===== src/rtl/seven_seg_pkg.sv =====
// Shared types, constants and the BCD to 7-segment table for the scanned display.
package seven_seg_pkg;

    // Segment bus as driven on the pins: {dp, g, f, e, d, c, b, a}, all active-low.
    typedef struct packed {
        logic       dp;
        logic [6:0] segs;
    } segVec_t;

    localparam segVec_t    SEG_BLANK = 8'hFF;
    localparam logic [6:0] SEG_OFF   = 7'h7F;

    // Codes A-F have no BCD meaning and are shown dark.
    function automatic logic [6:0] seg7Encode(input logic [3:0] bcd);
        logic [6:0] code;
        case (bcd)
            4'd0:    code = 7'b1000000;
            4'd1:    code = 7'b1111001;
            4'd2:    code = 7'b0100100;
            4'd3:    code = 7'b0110000;
            4'd4:    code = 7'b0011001;
            4'd5:    code = 7'b0010010;
            4'd6:    code = 7'b0000010;
            4'd7:    code = 7'b1111000;
            4'd8:    code = 7'b0000000;
            4'd9:    code = 7'b0010000;
            default: code = SEG_OFF;
        endcase
        return code;
    endfunction

endpackage


===== src/rtl/seg_scan_timer.sv =====
// Digit-slot prescaler and digit index for the scan controller; reports the anti-ghost
// guard window and the first cycle of each frame.
module seg_scan_timer #(
    parameter  int NUM_DIGITS   = 4,
    parameter  int SCAN_DIV     = 50000,
    parameter  int BLANK_CYCLES = 16,
    localparam int IDX_W        = (NUM_DIGITS > 1) ? $clog2(NUM_DIGITS) : 1,
    localparam int DIV_W        = (SCAN_DIV > 1) ? $clog2(SCAN_DIV) : 1
) (
    input  logic             clk_i,
    input  logic             reset_i,
    input  logic             enable_i,
    output logic [IDX_W-1:0] idx_o,
    output logic             guard_o,
    output logic             frameTick_o
);

    localparam logic [DIV_W-1:0] DIV_MAX = DIV_W'(SCAN_DIV - 1);
    localparam logic [IDX_W-1:0] IDX_MAX = IDX_W'(NUM_DIGITS - 1);

    logic [DIV_W-1:0] divCnt_q, divCnt_d;
    logic [IDX_W-1:0] idx_q, idx_d;

    // Disabled means parked at the start of slot 0, so re-enabling begins a fresh frame.
    always_comb begin
        divCnt_d = divCnt_q;
        idx_d    = idx_q;
        if (!enable_i) begin
            divCnt_d = '0;
            idx_d    = '0;
        end else if (divCnt_q == DIV_MAX) begin
            divCnt_d = '0;
            idx_d    = (idx_q == IDX_MAX) ? '0 : idx_q + IDX_W'(1);
        end else begin
            divCnt_d = divCnt_q + DIV_W'(1);
        end
    end

    always_ff @(posedge clk_i) begin
        if (reset_i) begin
            divCnt_q <= '0;
            idx_q    <= '0;
        end else begin
            divCnt_q <= divCnt_d;
            idx_q    <= idx_d;
        end
    end

    assign idx_o       = idx_q;
    assign guard_o     = int'(divCnt_q) < BLANK_CYCLES;
    assign frameTick_o = enable_i && (divCnt_q == '0) && (idx_q == '0);

endmodule


===== src/rtl/seven_seg_scan_ctrl.sv =====
// Time-multiplexes NUM_DIGITS BCD digits onto one common-anode 7-segment bus, with a
// double-buffered valid/ready load port whose values take effect on frame boundaries.
module seven_seg_scan_ctrl
    import seven_seg_pkg::*;
#(
    parameter  int NUM_DIGITS   = 4,
    parameter  int SCAN_DIV     = 50000,
    parameter  int BLANK_CYCLES = 16,
    parameter  int LZ_BLANK     = 1,
    localparam int IDX_W        = (NUM_DIGITS > 1) ? $clog2(NUM_DIGITS) : 1
) (
    input  logic                    clk_i,
    input  logic                    reset_i,
    input  logic                    enable_i,
    input  logic                    load_valid_i,
    output logic                    load_ready_o,
    input  logic [4*NUM_DIGITS-1:0] load_digits_i,
    input  logic [NUM_DIGITS-1:0]   load_dots_i,
    output logic [7:0]              seg_n_o,
    output logic [NUM_DIGITS-1:0]   an_n_o,
    output logic [IDX_W-1:0]        digit_idx_o,
    output logic                    frame_start_o
);

    logic [IDX_W-1:0] idx;
    logic             guard;
    logic             frameTick;

    seg_scan_timer #(
        .NUM_DIGITS  (NUM_DIGITS),
        .SCAN_DIV    (SCAN_DIV),
        .BLANK_CYCLES(BLANK_CYCLES)
    ) u_timer (
        .clk_i      (clk_i),
        .reset_i    (reset_i),
        .enable_i   (enable_i),
        .idx_o      (idx),
        .guard_o    (guard),
        .frameTick_o(frameTick)
    );

    logic [NUM_DIGITS-1:0][3:0] activeDigits_q, activeDigits_d;
    logic [NUM_DIGITS-1:0][3:0] pendDigits_q, pendDigits_d;
    logic [NUM_DIGITS-1:0]      activeDots_q, activeDots_d;
    logic [NUM_DIGITS-1:0]      pendDots_q, pendDots_d;
    logic                       pendFull_q, pendFull_d;
    logic [NUM_DIGITS-1:0]      anN_q, anN_d;
    segVec_t                    segN_q, segN_d;
    logic                       frameStart_q, frameStart_d;
    logic [IDX_W-1:0]           digitIdx_q, digitIdx_d;
    logic                       commit;
    logic                       accept;
    logic [NUM_DIGITS-1:0]      lzBlank;
    logic                       higherZero;

    // The frame boundary is the cycle frame_start is visible, so a source watching that
    // pulse can hand over its next value in the same cycle the old one is committed.
    assign commit       = pendFull_q && (!enable_i || frameStart_q);
    assign load_ready_o = !pendFull_q || commit;
    assign accept       = load_valid_i && load_ready_o;

    always_comb begin
        pendDigits_d   = pendDigits_q;
        pendDots_d     = pendDots_q;
        activeDigits_d = activeDigits_q;
        activeDots_d   = activeDots_q;
        if (accept) begin
            pendDigits_d = load_digits_i;
            pendDots_d   = load_dots_i;
        end
        if (commit) begin
            activeDigits_d = pendDigits_q;
            activeDots_d   = pendDots_q;
        end
        pendFull_d = accept || (pendFull_q && !commit);
    end

    // Digit i>0 goes dark when it and every more significant digit are zero.
    always_comb begin
        lzBlank    = '0;
        higherZero = 1'b1;
        if (LZ_BLANK != 0) begin
            for (int i = NUM_DIGITS - 1; i > 0; i--) begin
                higherZero = higherZero && (activeDigits_d[i] == 4'd0);
                lzBlank[i] = higherZero;
            end
        end
    end

    always_comb begin
        anN_d        = '1;
        segN_d       = SEG_BLANK;
        frameStart_d = frameTick;
        digitIdx_d   = '0;
        if (enable_i) begin
            digitIdx_d  = idx;
            if (!guard) begin
                anN_d[idx] = 1'b0;
            end
            segN_d.dp   = ~activeDots_d[idx];
            segN_d.segs = lzBlank[idx] ? SEG_OFF : seg7Encode(activeDigits_d[idx]);
        end
    end

    always_ff @(posedge clk_i) begin
        if (reset_i) begin
            activeDigits_q <= '0;
            activeDots_q   <= '0;
            pendDigits_q   <= '0;
            pendDots_q     <= '0;
            pendFull_q     <= 1'b0;
            anN_q          <= '1;
            segN_q         <= SEG_BLANK;
            frameStart_q   <= 1'b0;
            digitIdx_q     <= '0;
        end else begin
            activeDigits_q <= activeDigits_d;
            activeDots_q   <= activeDots_d;
            pendDigits_q   <= pendDigits_d;
            pendDots_q     <= pendDots_d;
            pendFull_q     <= pendFull_d;
            anN_q          <= anN_d;
            segN_q         <= segN_d;
            frameStart_q   <= frameStart_d;
            digitIdx_q     <= digitIdx_d;
        end
    end

    assign an_n_o        = anN_q;
    assign seg_n_o       = segN_q;
    assign frame_start_o = frameStart_q;
    assign digit_idx_o   = digitIdx_q;

endmodule


===== config.mk =====
export PLATFORM = sky130hd
export DESIGN_NAME = seven_seg_scan_ctrl
export DESIGN_NICKNAME = d
export VERILOG_FILES = /design/src/rtl/seven_seg_pkg.sv /design/src/rtl/seg_scan_timer.sv /design/src/rtl/seven_seg_scan_ctrl.sv
export SDC_FILE = /design/constraint.sdc
export NUM_CORES = 1
export LEC_CHECK = 0
export ABC_AREA = 1
export CAP_MARGIN = 20
export CORE_ASPECT_RATIO = 0.8
export CORE_MARGIN = 2
export CORE_UTILIZATION = 59
export DETAILED_ROUTE_END_ITERATION = 10
export MAX_ROUTING_LAYER = met4
export PLACE_DENSITY = 0.83
export SYNTH_ARGS = -nofsm -noshare
export SYNTH_HDL_FRONTEND = slang
export SYNTH_SLANG_ARGS = --single-unit

===== constraint.sdc =====
create_clock -name clk_i -period 5.5 [get_ports clk_i]
set_input_delay 0.55 -clock clk_i [delete_from_list [all_inputs] [get_ports clk_i]]
set_output_delay 0.55 -clock clk_i [all_outputs]
set_load 0.01 [all_outputs]

# Word level (Yosys, flattened, before mapping)
# Memories as Yosys holds them, arrays and structs flattened. A register that Yosys moved wholly into a read port is not among the register bits.
# Index checks and enable logic that the tools add are counted.
[totals]
in_bits = 24
output_inout_bits = 16
mem_bits_ro = 112
latchBits = 0
reg_bits = 67
ram_bits = 0
memories = 1
elab_cells = 62
[mem_list]
columns = ["memory", "depth", "word_bits", "read_ports", "rd_clocked_by_memory_dff", "wr", "line_no", "text"]
rows = [
  ["(no name shown)", 16, 7, 1, 1, 0, "seven_seg_pkg.sv:16", "case (bcd)"],
]
[classes]
magnitude_cmp = 3
addsub = 2
div = 0
shift = 0
n_eq_ne = 2
muxes = 11
bitwise = 3
reduce_logical = 23
n_mul = 0
[op_table]
columns = ["op", "count"]
rows = [
  ["16-bit by 1-bit adder with 16-bit output (second input constant)", 1],
  ["16-bit == test (second input constant)", 1],
  ["16-bit logical NOT", 1],
  ["16-bit by 5-bit less-than comparator with 1-bit output (second input constant)", 1],
  ["16-bit two-way mux", 1],
  ["4-bit logical NOT", 3],
  ["3-bit OR reduction", 3],
  ["4-bit binary-select mux with 2-bit select", 1],
  ["1-bit logical AND", 8],
  ["4-bit two-way mux", 2],
  ["1-bit binary-select mux with 2-bit select", 2],
  ["4-bit NOT", 1],
  ["1-bit logical NOT", 3],
  ["1-bit logical OR", 3],
  ["2-bit by 3-bit less-than comparator with 1-bit output (second input constant)", 1],
  ["1-bit two-way mux", 3],
  ["2-bit by 1-bit adder with 2-bit output (second input constant)", 1],
  ["1-bit demux with 2-bit select", 1],
  ["2-bit == test (second input constant)", 1],
  ["2-bit by 1-bit >= comparator with 1-bit output (second input constant)", 1],
  ["2-bit logical NOT", 1],
  ["2-bit two-way mux", 1],
  ["1-bit NOT", 2],
  ["2-bit OR reduction", 1],
]

# Depth between registers and ports, before layout
[depth]
depth_word = 10
ltp_mapped = 15
depth_no_buf = 15

# Modules after synthesis
# A second synthesis with hierarchy kept.
[unflattened]
cells_unflattened = 490
hier_area_um2 = 3468.3
[by_module_without_submodules]
columns = ["mod", "n_inst", "cells_per_inst", "area_per_inst_um2"]
rows = [
  ["seven_seg_scan_ctrl", 1, 339, 2472.4],
  ["seg_scan_timer", 1, 151, 996.0],
]

# Worst setup path after synthesis
# OpenSTA, ideal clock, no wires.
[synth_path]
kind = "input port to flip-flop"
start = "input enable_i"
end = "register seg_n_o[0] (netlist name)"
setup_slack_ns = 3.641
path_buffers = 1
t_required_ns = 5.376
arrival_time_ns = 1.736
stages = 12
cell_sequence = "nand2_4 nand2_4 buf_6 nand2_1 nand3_1 nand3_1 nand2_2 inv_1 ha_1 nand3b_1 nand3_1 nand3_1"
[synth_via]
elab_chain_len = 10
word_cells_on_any_way = 15
cone_classes = "5 x mux; 1 x bitwise; 9 x reduce/logical"
[synth_lines]
columns = ["element", "line_no", "text"]
rows = [
  ["start, declared", "seven_seg_scan_ctrl.sv:14", "input logic enable_i,"],
  ["1-bit logical NOT", "seven_seg_scan_ctrl.sv:58", "assign commit = pendFull_q && (!enable_i || frameStart_q);"],
  ["1-bit logical OR", "seven_seg_scan_ctrl.sv:58", ""],
  ["1-bit logical AND", "seven_seg_scan_ctrl.sv:58", ""],
  ["16-bit two-way mux", "seven_seg_scan_ctrl.sv:71", "if (commit) begin"],
  ["4-bit logical NOT", "seven_seg_scan_ctrl.sv:84", "higherZero = higherZero && (activeDigits_d[i] == 4'd0);"],
  ["1-bit logical AND (2 in series)", "seven_seg_scan_ctrl.sv:84", ""],
  ["1-bit binary-select mux with 2-bit select", "seven_seg_scan_ctrl.sv:101", "segN_d.segs = lzBlank[idx] ? SEG_OFF : seg7Encode(activeDigits_d[idx]);"],
  ["1-bit two-way mux (implied by the code)", "seven_seg_scan_ctrl.sv:101", ""],
  ["3-bit OR reduction (no source line)", "--", ""],
]
# Several ways; a longest one is shown, not always the timed one. The select of a mux whose other input is x is not followed.
# A chain may end at the register's enable or synchronous reset.

# Worst setup path after layout
[layout_path]
start = "input reset_i"
end = "register u_timer.divCnt_q[11]"
[layout_via]
elab_chain_len = 1
[layout_lines]
columns = ["element", "line_no", "text"]
rows = [
  ["start, declared", "seven_seg_scan_ctrl.sv:13", "input logic reset_i,"],
  ["3-bit OR reduction (no source line)", "--", ""],
  ["end signal, assigned", "seg_scan_timer.sv:44", "divCnt_q <= divCnt_d;"],
  ["end, declared", "seg_scan_timer.sv:21", "logic [DIV_W-1:0] divCnt_q, divCnt_d;"],
]
# Every way passes these cells.

==> flow_summary_export.csv <==
group,metric,value,unit
clock_tree,clkLatencyLatePin,360,ps
critical_path,worstSetupPathType,"input port to register",
drt,drt_iter0_markers,183,
timing,hold_viol,0,
drt,via_per_inst,5.22,
drt,routed-via-count,2818,
placement,routabilityCongestion,0.863,
logic_synthesis,yosys-top-cells-count,"dfxtp_1 (74), nand2_1 (74), nor2_1 (66)",
die,coreArea,5410,um^2
timing,slew_violations,0,
die,die_w,87.4,um
logic_synthesis,ys_async_sr_fraction,0,
die,die-area,6170,um^2
clock_tree,clk_pin_slew_worst_paths,80,ps
pwr,power_density,308,nW/um^2
hold_path,min_path_type,"register to register",
pwr,p_int,0.913,mW
logic_synthesis,yosysUniqueCellTypes,35,
clock_tree,ctsHoldBuffers,0,
timing,finalCritPeriodShare,0.524,
timing,worstMarginPinSlew,803,ps
die,start_util,0.607,
pwr,pwr-share-seq,0.478,
job,drv_cap,0,
pwr,comb_power_share,0.098,
timing,rsz0062_at_grt,"false",
timing,fin_skew,8.20,ps
logic_synthesis,synth_warnings,0,
logic_synthesis,synth-edff-count,0,
clock_tree,cts_tree,"yes",
placement,dp_hpwl,4920,um
timing,timing.final.ws_setup,2620,ps
global_route,antenna_found_initial,0,
final_layout,area_delta_synth_final,18.8,%
logic_synthesis,yosysSeqAreaShare,0.452,
pwr,power.switching,0.285,mW
global_route,track_usage,0.252,
logic_synthesis,yosysTopAreaCell,"dfxtp_1",
clock_tree,root_buffer,"clkbuf_8",
final_layout,n_antenna_cell,0,
drt,wl,6790,um
logic_synthesis,synth_ff_type,"dfxtp_1",
die,die_y,70.7,um
global_route,first_global_vias,2695,
drt,drc,0,
clock_tree,post_cts_buffers,0,
critical_path,start_kind,"input port",
placement,pre_cts_slack,2320,ps
critical_path,required,5750,ps
critical_path,arrival,3130,ps
pwr,p_clk_frac,0.424,
pwr,max-vdd-ir-drop,0.000202,V
logic_synthesis,post_synth.cell_area_avg,7.54,um^2
placement,portBuffers,39,
clock_tree,cts_buffers,9,
logic_synthesis,syn_nets,470,
logic_synthesis,synthDominantCellAreaShare,0.452,
critical_path,worstPathMaxFanout,22,
timing,slew_headroom,0.463,
drt,antenna_left,0,
drt,drtPass1Iterations,5,
drt,detail_route.wl_per_cell,12.6,um
critical_path,cp-end-kind,"register",
global_route,grt_max_degree,25,
pwr,static-leakage-power,1.68,nW
die,num_rows,24,
pwr,swShare,0.238,
timing,setup_viol_count_final,0,
clock_tree,cts_max_level,3,
logic_synthesis,syn_inst,435,
final_layout,nets,505,
logic_synthesis,synth_area,3280,um^2
global_route,globalRouteOverflowTotal,0,
clock_tree,clkSinkCount,74,
global_route,grt_first_pass_wirelength,11900,um
logic_synthesis,synth.top_cells.by_area,"dfxtp_1 (45%), nand2_1 (8.5%), nand3_1 (8.1%)",
timing,min_period,2880,ps
clock_tree,clock_path_buffers,2,
die,pin_count,40,
timing,fin_tns_setup,0,ps
outcome,status,"finished clean",
clock_tree,ctsResizeCount,0,
final_layout,drive_gt1_frac,0.0779,
logic_synthesis,ys_seq_elements,74,
timing,fmax,347,MHz
worst paths after layout:
path	to	start	slack, ps	cells past startpoint
max	u_timer.divCnt_q[11]	reset_i	2620	8
min	u_timer.divCnt_q[0]	u_timer.divCnt_q[0]	470	1
max reg2reg	seg_n_o[5]	pendFull_q	3230	12
min reg2reg	u_timer.divCnt_q[0]	u_timer.divCnt_q[0]	470	1
power groups by stage:
stage | Sequential [mW] | Combinational, mW | Clock (mW)
3_3_place_gp | 0.584 | 0.113 | 0
6_report | 0.573 | 0.117 | 0.508
3_5_place_dp | 0.585 | 0.116 | 0
4_1_cts | 0.573 | 0.117 | 0.511
2_1_floorplan | 0.584 | 0.0743 | 0
5_1_grt | 0.576 | 0.132 | 0.536
state kept, by name, indices dropped and copies added (netlist names):
name / cells
pendDots_q: 4
activeDigits_q: 16
digit_idx_o: 2
seg_n_o: 8
pendFull_q: 1
activeDots_q: 4
frame_start_o: 1
pendDigits_q: 16
u_timer.idx_o: 2
an_n_o: 4
u_timer.divCnt_q: 16
final cells by class:
type | instances | area, um^2
fillers | 436 | 1510
repair buffers | 39 | 390
clock inverters | 7 | 118
multi-input cells | 301 | 1530
well taps | 65 | 81.3
inverters | 45 | 170
flip-flops and latches | 74 | 1480
clock buffers | 9 | 124
cell families after synthesis:
| logic type | share of synthesized area |
|---|---|
| adder cells (fa/ha/maj) | 0.0420 |
| AO/OA/AOI/OAI | 0.0897 |
| buffers and inverters | 0.0813 |
| AND/OR/NAND/NOR | 0.320 |
| flip-flops | 0.452 |
| multiplexers | 0.0122 |
| XOR/XNOR | 0.00267 |
per-layer routing:
| layer | up-vias | global-route usage | routed length [um] |
|---|---|---|---|
| met2 | 82 | 0.371 | 3000 |
| met5 | - | - | 0 |
| li1 | 1474 | - | - |
| met3 | 11 | 0.0688 | 359 |
| met1 | 1251 | 0.332 | 3330 |
| met4 | 0 | 0.0940 | 102 |
stage by stage:
| step | util | power, mW | instance area [um^2] | hold slack [ps] | instances |
|---|---|---|---|---|---|
| 2_1_floorplan | - | 0.659 | 3280 | 430 | 435 |
| 3_3_place_gp | 0.676 | 0.698 | 3650 | 444 | 524 |
| 3_5_place_dp | 0.676 | 0.702 | 3650 | 458 | 524 |
| 4_1_cts | 0.721 | 1.20 | 3900 | 474 | 540 |
| 5_1_grt | 0.721 | 1.24 | 3900 | 489 | 540 |
| 6_report | 0.721 | 1.20 | 3900 | 471 | 540 |
placed cells by master, fill, tap and decap left out, drive strengths merged:
cell type       n
o211a           1
mux2i           4
or2             1
bufinv          3
and3            1
clkinvlp        3
nand2          83
dfxtp          74
and2            4
clkbuf          9
nor2           68
a21oi          21
nand4           2
inv            43
ha             11
xnor2           1
clkinv          3
nand3b          4
a31oi           2
nor3            9
nor3b           2
nor4            1
clkdlybuf4s50  39
o21ai          31
nand3          55
critical path, cell delays in order:
cell and delay (ps):
clkdlybuf4s50_1 990, inv_1 450, nand2_1 290, inv_1 130, nand2_1 320, inv_1 190
o21ai_0 130, a21oi_1 60
No activity file was read; power rests on OpenSTA's default activity.
==> RTL edit 1 (same settings) <==
Register the output `digit_idx_o` once more, with the module's reset; this adds one clock of latency there. The other outputs are not delayed to match.
--- a/src/rtl/seven_seg_scan_ctrl.sv
+++ b/src/rtl/seven_seg_scan_ctrl.sv
@@ -129,7 +129,13 @@
     assign an_n_o        = anN_q;
     assign seg_n_o       = segN_q;
     assign frame_start_o = frameStart_q;
-    assign digit_idx_o   = digitIdx_q;
+    always_ff @(posedge clk_i) begin
+        if (reset_i) begin
+            digit_idx_o <= '0;
+        end else begin
+            digit_idx_o <= digitIdx_q;
+        end
+    end
 
 endmodule
 
Function: same outputs for any inputs over 10 cycles, from zero or initial values and one cycle with reset_i high; that may be too few to reach the edited logic, so the function may still have changed.
==> RTL edit 1 against the unedited design <==
- setup slack lost 83 ps
- routed wire length rose by 9.5%
- sequential cell count grew 2
- utilization up 1.1 points
- area after synthesis grew 2.5%
- register-to-register slack lost 230 ps
- critical endpoint is now u_timer.divCnt_q[7]$_SDFF_PP0_
- critical path type unchanged
- cell area increased by 2.6%
- largest cell class unchanged
- power down 1.4%
- count of clock-buffer cells in the layout up 2
==> RTL edit 1: results (changes against the unedited design) <==
| Metric | Value |
|---|---|
| Status | `completed` |
| Hpwl dp | `5.13 mm (+4.3%)` |
| Non-CTS inverters | `46 (+2.2%)` |
| Clock buf/inv share | `5.60% (-0.60 points)` |
| Finished Cell Area | `0.00400 mm² (+2.6%)` |
| Syn Nets | `482 (+2.6%)` |
| NumNets Final | `518 (+2.6%)` |
| Avg Vias per Cell | `5.29 (+1.4%)` |
| Synth unique cells | `36 (+2.9%)` |
| Pre-CTS WS | `2210 ps (-108 ps)` |
| P_leak | `0.00169 µW (+0.48%)` |
| Rel. slew slack | `41.3% (-5.0 points)` |
| GRT Util Overall | `25.8% (+0.60 points)` |
| NonClk Buf Share | `9.76% (-0.26 points)` |
| Fmax | `337 MHz (-2.8%)` |
| First-pass GRT wire length | `12.2 mm (+2.1%)` |
| Share of cells above drive strength 1 | `7.80% (+0.013 points)` |
| Multiplexer share of the synthesized area | `1.19% (-0.030 points)` |
| R2r setup slk | `3000 ps (-230 ps)` |
| Register area | `0.00152 mm² (+2.7%)` |
| Filler instances | `429 (-1.6%)` |
| Multi-input combinational area share | `39.8% (+0.52 points)` |
| DP Area | `0.00377 mm² (+3.3%)` |
| Compound-Gate Fraction of Synth Area | `7.85% (-1.1 points)` |
| Drt total wl | `7.43 mm (+9.5%)` |
| Skew final | `7.79 ps (-0.404 ps)` |
| Worst path arrival time | `3210 ps (+80 ps)` |
| Hold depth | `2 (+1)` |
| Synth cell count leaders | `nand2_1 (78), dfxtp_1 (76), nor2_1 (73)` |
| Multi-In Gates | `311 (+3.3%)` |
| Drt wl/cell | `13.2 µm (+4.7%)` |
| 1st-iter DRT viols | `258 (+41%)` |
| Post-synthesis sequential area ratio | `45.3% (+0.081 points)` |
| Vias in the first global route | `2,687 (-0.30%)` |
| Pre-antenna DRT Iters | `6 (+1)` |
| Dpl cells | `550 (+5.0%)` |
| Crit-path slowest cell | `clkdlybuf4s50_1` |
| Die W | `88.4 µm (+1.2%)` |
| Biggest cell delay along the critical path | `1050 ps (+60 ps)` |
| Worst hold start | `digitIdx_q[1]$_SDFF_PP0_` |
| Gpl congestion | `0.865 (+0.22%)` |
| Crit path to | `u_timer.divCnt_q[7]$_SDFF_PP0_` |
| XOR/XNOR Fraction of Synth Area | `0.261% (-0.0066 points)` |
| Worst hold path endpoint | `digit_idx_o[1]$_SDFF_PP0_` |
| Worst reg2reg path depth | `11 (-1)` |
## RTL edit 1: cell count changes after synthesis, moves of 2 or more
cell / change
a211oi_1: +2
nand2_4: -2
nor2_1: +7
o21ai_0: -7
nand2_1: +4
nand3_1: +4
dfxtp_1: +2
buf_6: -3
nor3b_1: +2
## RTL edit 1: routing by layer
layer	vias up	part of all wire, %	global-route usage (%)	wire (µm)
met1	1333	48	34.5	3560
li1	1512	-	-	-
met2	121	43	38.1	3210
met4	0	2.3	9.43	174
met3	24	6.4	6.45	479
met5	-	0	-	0
## RTL edit 1: cells by family after synthesis
family | count (synthesis)
multiplexers | 4
flip-flops | 76
AO/OA/AOI/OAI | 48
buffers and inverters | 60
XOR/XNOR | 1
adder cells (fa/ha/maj) | 11
AND/OR/NAND/NOR | 247
## RTL edit 1: power by group
part           switching (µW)  internal, µW
registers                13.2           575
logic                    65.3          52.1
clock network             199           277
## RTL edit 1: worst min-delay path, cell delays in order, from the launching register on
cell and delay, ps:
dfxtp_1 300, inv_1 40, nor2_1 30
==> RTL edit 2 (config.mk and constraints unchanged) <==
Made on the original files. `SCAN_DIV` is set to 50000 in 2 places; all go to 100000.
--- a/src/rtl/seg_scan_timer.sv
+++ b/src/rtl/seg_scan_timer.sv
@@ -2,7 +2,7 @@
 // guard window and the first cycle of each frame.
 module seg_scan_timer #(
     parameter  int NUM_DIGITS   = 4,
-    parameter  int SCAN_DIV     = 50000,
+    parameter  int SCAN_DIV     = 100000,
     parameter  int BLANK_CYCLES = 16,
     localparam int IDX_W        = (NUM_DIGITS > 1) ? $clog2(NUM_DIGITS) : 1,
     localparam int DIV_W        = (SCAN_DIV > 1) ? $clog2(SCAN_DIV) : 1
--- a/src/rtl/seven_seg_scan_ctrl.sv
+++ b/src/rtl/seven_seg_scan_ctrl.sv
@@ -4,7 +4,7 @@
     import seven_seg_pkg::*;
 #(
     parameter  int NUM_DIGITS   = 4,
-    parameter  int SCAN_DIV     = 50000,
+    parameter  int SCAN_DIV     = 100000,
     parameter  int BLANK_CYCLES = 16,
     parameter  int LZ_BLANK     = 1,
     localparam int IDX_W        = (NUM_DIGITS > 1) ? $clog2(NUM_DIGITS) : 1
Formal check against the unedited RTL: no difference found for any inputs over 10 cycles, from zero or initial values and one cycle with reset_i high; that may be too few to reach the edited logic, so the function may still have changed.
==> RTL edit 2 against the unedited design <==
- non-clock buffer count is the same
- setup slack improved by 180 ps
- cell area is 0.96% higher
- sequential cell count is 1 higher
- critical path depth fell by 2
- power down 10%
- area after synthesis grew 3.1%
- clock power down 25%
- routed wire length rose by 5.7%
- critical path type unchanged
- largest cell class unchanged
- highest routed layer unchanged
==> RTL edit 2: results (changes against the unedited design) <==
| Metric | Value |
|---|---|
| CP top delay family | `buffers and inverters` |
| Post-cts resize count | `0 (unchanged)` |
| Worst hold path endpoint | `activeDigits_q[0]$_SDFF_PP0_` |
| Clock latency on the worst-skew pair | `360 ps (about the same)` |
| Clock transition at path regs | `80 ps (about the same)` |
| Vias in the first global route | `2,600 (-3.5%)` |
| Reg2reg end | `pendDigits_q[13]$_SDFFE_PP0P_` |
| Max-cap violation count | `0 (unchanged)` |
| Drt wl/cell | `12.6 µm (about the same)` |
| Leading post-synthesis cells by cell area | `dfxtp_1 (44%), nand2_1 (8.7%), nand3_1 (8.6%)` |
| R2r setup slk | `3040 ps (-190 ps)` |
| NumNets Final | `523 (+3.6%)` |
| Worst hold start | `activeDigits_q[0]$_SDFF_PP0_` |
| PortBufs | `39 (unchanged)` |
| Status | `completed` |
| Gpl congestion | `0.917 (+6.3%)` |
| Yosys Warn Count | `0 (unchanged)` |
| Dpl cells | `555 (+5.9%)` |
| Syn Nets | `490 (+4.3%)` |
| RR Startpoint | `pendFull_q$_SDFF_PP0_` |
| Post-Syn Instances | `455 (+4.6%)` |
| Skew final | `9.39 ps (+1.19 ps)` |
| Primary FF master, synth | `dfxtp_1` |
| Share of cells above drive strength 1 | `5.88% (-1.9 points)` |
| P_leak | `0.00165 µW (-1.6%)` |
| Final non-filler cell total | `571 (+5.7%)` |
| Biggest cell delay along the critical path | `840 ps (-150 ps)` |
| Avg Vias per Cell | `5.31 (+1.8%)` |
| Initial antenna violation count | `0 (unchanged)` |
| GRT Util Overall | `25.3% (+0.065 points)` |
| First-pass GRT wire length | `12.0 mm (+0.46%)` |
| Synth async-reset ratio | `0% (unchanged)` |
| Number of CTS-inserted buffers | `9 (unchanged)` |
| Worst reg2reg path depth | `5 (-7)` |
| Hold depth | `2 (+1)` |
| 1st-iter DRT viols | `318 (+74%)` |
| Hpwl dp | `5.25 mm (+6.9%)` |
| Post CTS Setup Buffer Count | `0 (unchanged)` |
| Crit-path slowest cell | `clkdlybuf4s50_1` |
| CP max FO | `22 (unchanged)` |
| Post-synthesis sequential area ratio | `44.4% (-0.76 points)` |
| Root Driver | `clkbuf_8` |
| Synth unique cells | `31 (-11%)` |
| Max VDD drop | `211 µV (+4.6%)` |
| Pre-antenna DRT Iters | `5 (unchanged)` |
| Rel. slew slack | `44.5% (-1.8 points)` |
| Diodes inserted | `0 (unchanged)` |
| Synth cell count leaders | `nand2_1 (78), dfxtp_1 (75), nor2_1 (74)` |
| Worst Hold Class | `flip-flop to flip-flop` |
| Largest regs | `u_timer.divCnt_q x17, activeDigits_q x16, pendDigits_q x16` |
| H-tree depth | `3 (unchanged)` |
[RTL edit 2: how the worst max path moves through the flow]
stage | start | end | cells past startpoint
4_1_cts | reset_i | u_timer.divCnt_q[7]$_SDFF_PP0_ | 6
5_1_grt | reset_i | u_timer.divCnt_q[7]$_SDFF_PP0_ | 6
2_1_floorplan | enable_i | seg_n_o[0]$_SDFF_PP1_ | 13
3_5_place_dp | reset_i | u_timer.divCnt_q[7]$_SDFF_PP0_ | 6
6_report | reset_i | u_timer.divCnt_q[16]$_SDFF_PP0_ | 6
3_3_place_gp | reset_i | u_timer.divCnt_q[13]$_SDFF_PP0_ | 6
[RTL edit 2: stage by stage]
stage | total power [µW] | instance area, µm² | worst slack (ps) | util, % | hold WS (ps)
3_5_place_dp | 707 | 3750 | 2500 | 68.3 | 452
3_3_place_gp | 703 | 3750 | 2580 | 68.3 | 446
5_1_grt | 1120 | 3930 | 2570 | 71.6 | 488
6_report | 1080 | 3930 | 2800 | 71.6 | 474
4_1_cts | 1080 | 3930 | 2860 | 71.6 | 475
2_1_floorplan | 664 | 3380 | 3570 | - | 430
[RTL edit 2: cell type report]
class | count | area (µm²)
Multi-Input combinational cell | 315 | 1590
Clock buffer | 10 | 138
Tap cell | 78 | 97.6
Clock inverter | 6 | 41.3
Sequential cell | 75 | 1500
Fill cell | 447 | 1560
Timing Repair Buffer | 39 | 390
Inverter | 48 | 180
[RTL edit 2: kinds of logic (layout without fill, tap and decap cells)]
| kind of cell | count (synthesis) | after routing | synth area share, % |
|---|---|---|---|
| simple gates | 249 | 249 | 33.3 |
| flops | 75 | 75 | 44.4 |
| buf+inv | 65 | 103 | 8.70 |
| compound gates | 49 | 49 | 7.85 |
| fa+ha+maj | 11 | 11 | 4.07 |
| mux | 4 | 4 | 1.18 |
| xor+xnor | 2 | 2 | 0.518 |
[RTL edit 2: metal layers]
| layer | part of all wire (%) | track usage, % | vias up |
|---|---|---|---|
| met5 | 0 | - | - |
| met4 | 1.5 | 7.41 | 0 |
| met3 | 7.1 | 7.72 | 14 |
| met2 | 42 | 34.6 | 124 |
| met1 | 49 | 36.0 | 1355 |
| li1 | - | - | 1539 |
[RTL edit 2: power breakdown]
| part | internal, µW | switching [µW] | total (µW) |
|---|---|---|---|
| Sequential | 567 | 12.8 | 580 |
| Combinational | 51.9 | 63.3 | 115 |
| Clock | 175 | 205 | 380 |
[RTL edit 2: worst register-to-register path, delay by kind of cell, from the launching register on]
kind                   cells  cell delay [ps]
AND/OR/NAND/NOR            4             1050
buffers and inverters      1              550
flip-flops                 1              750
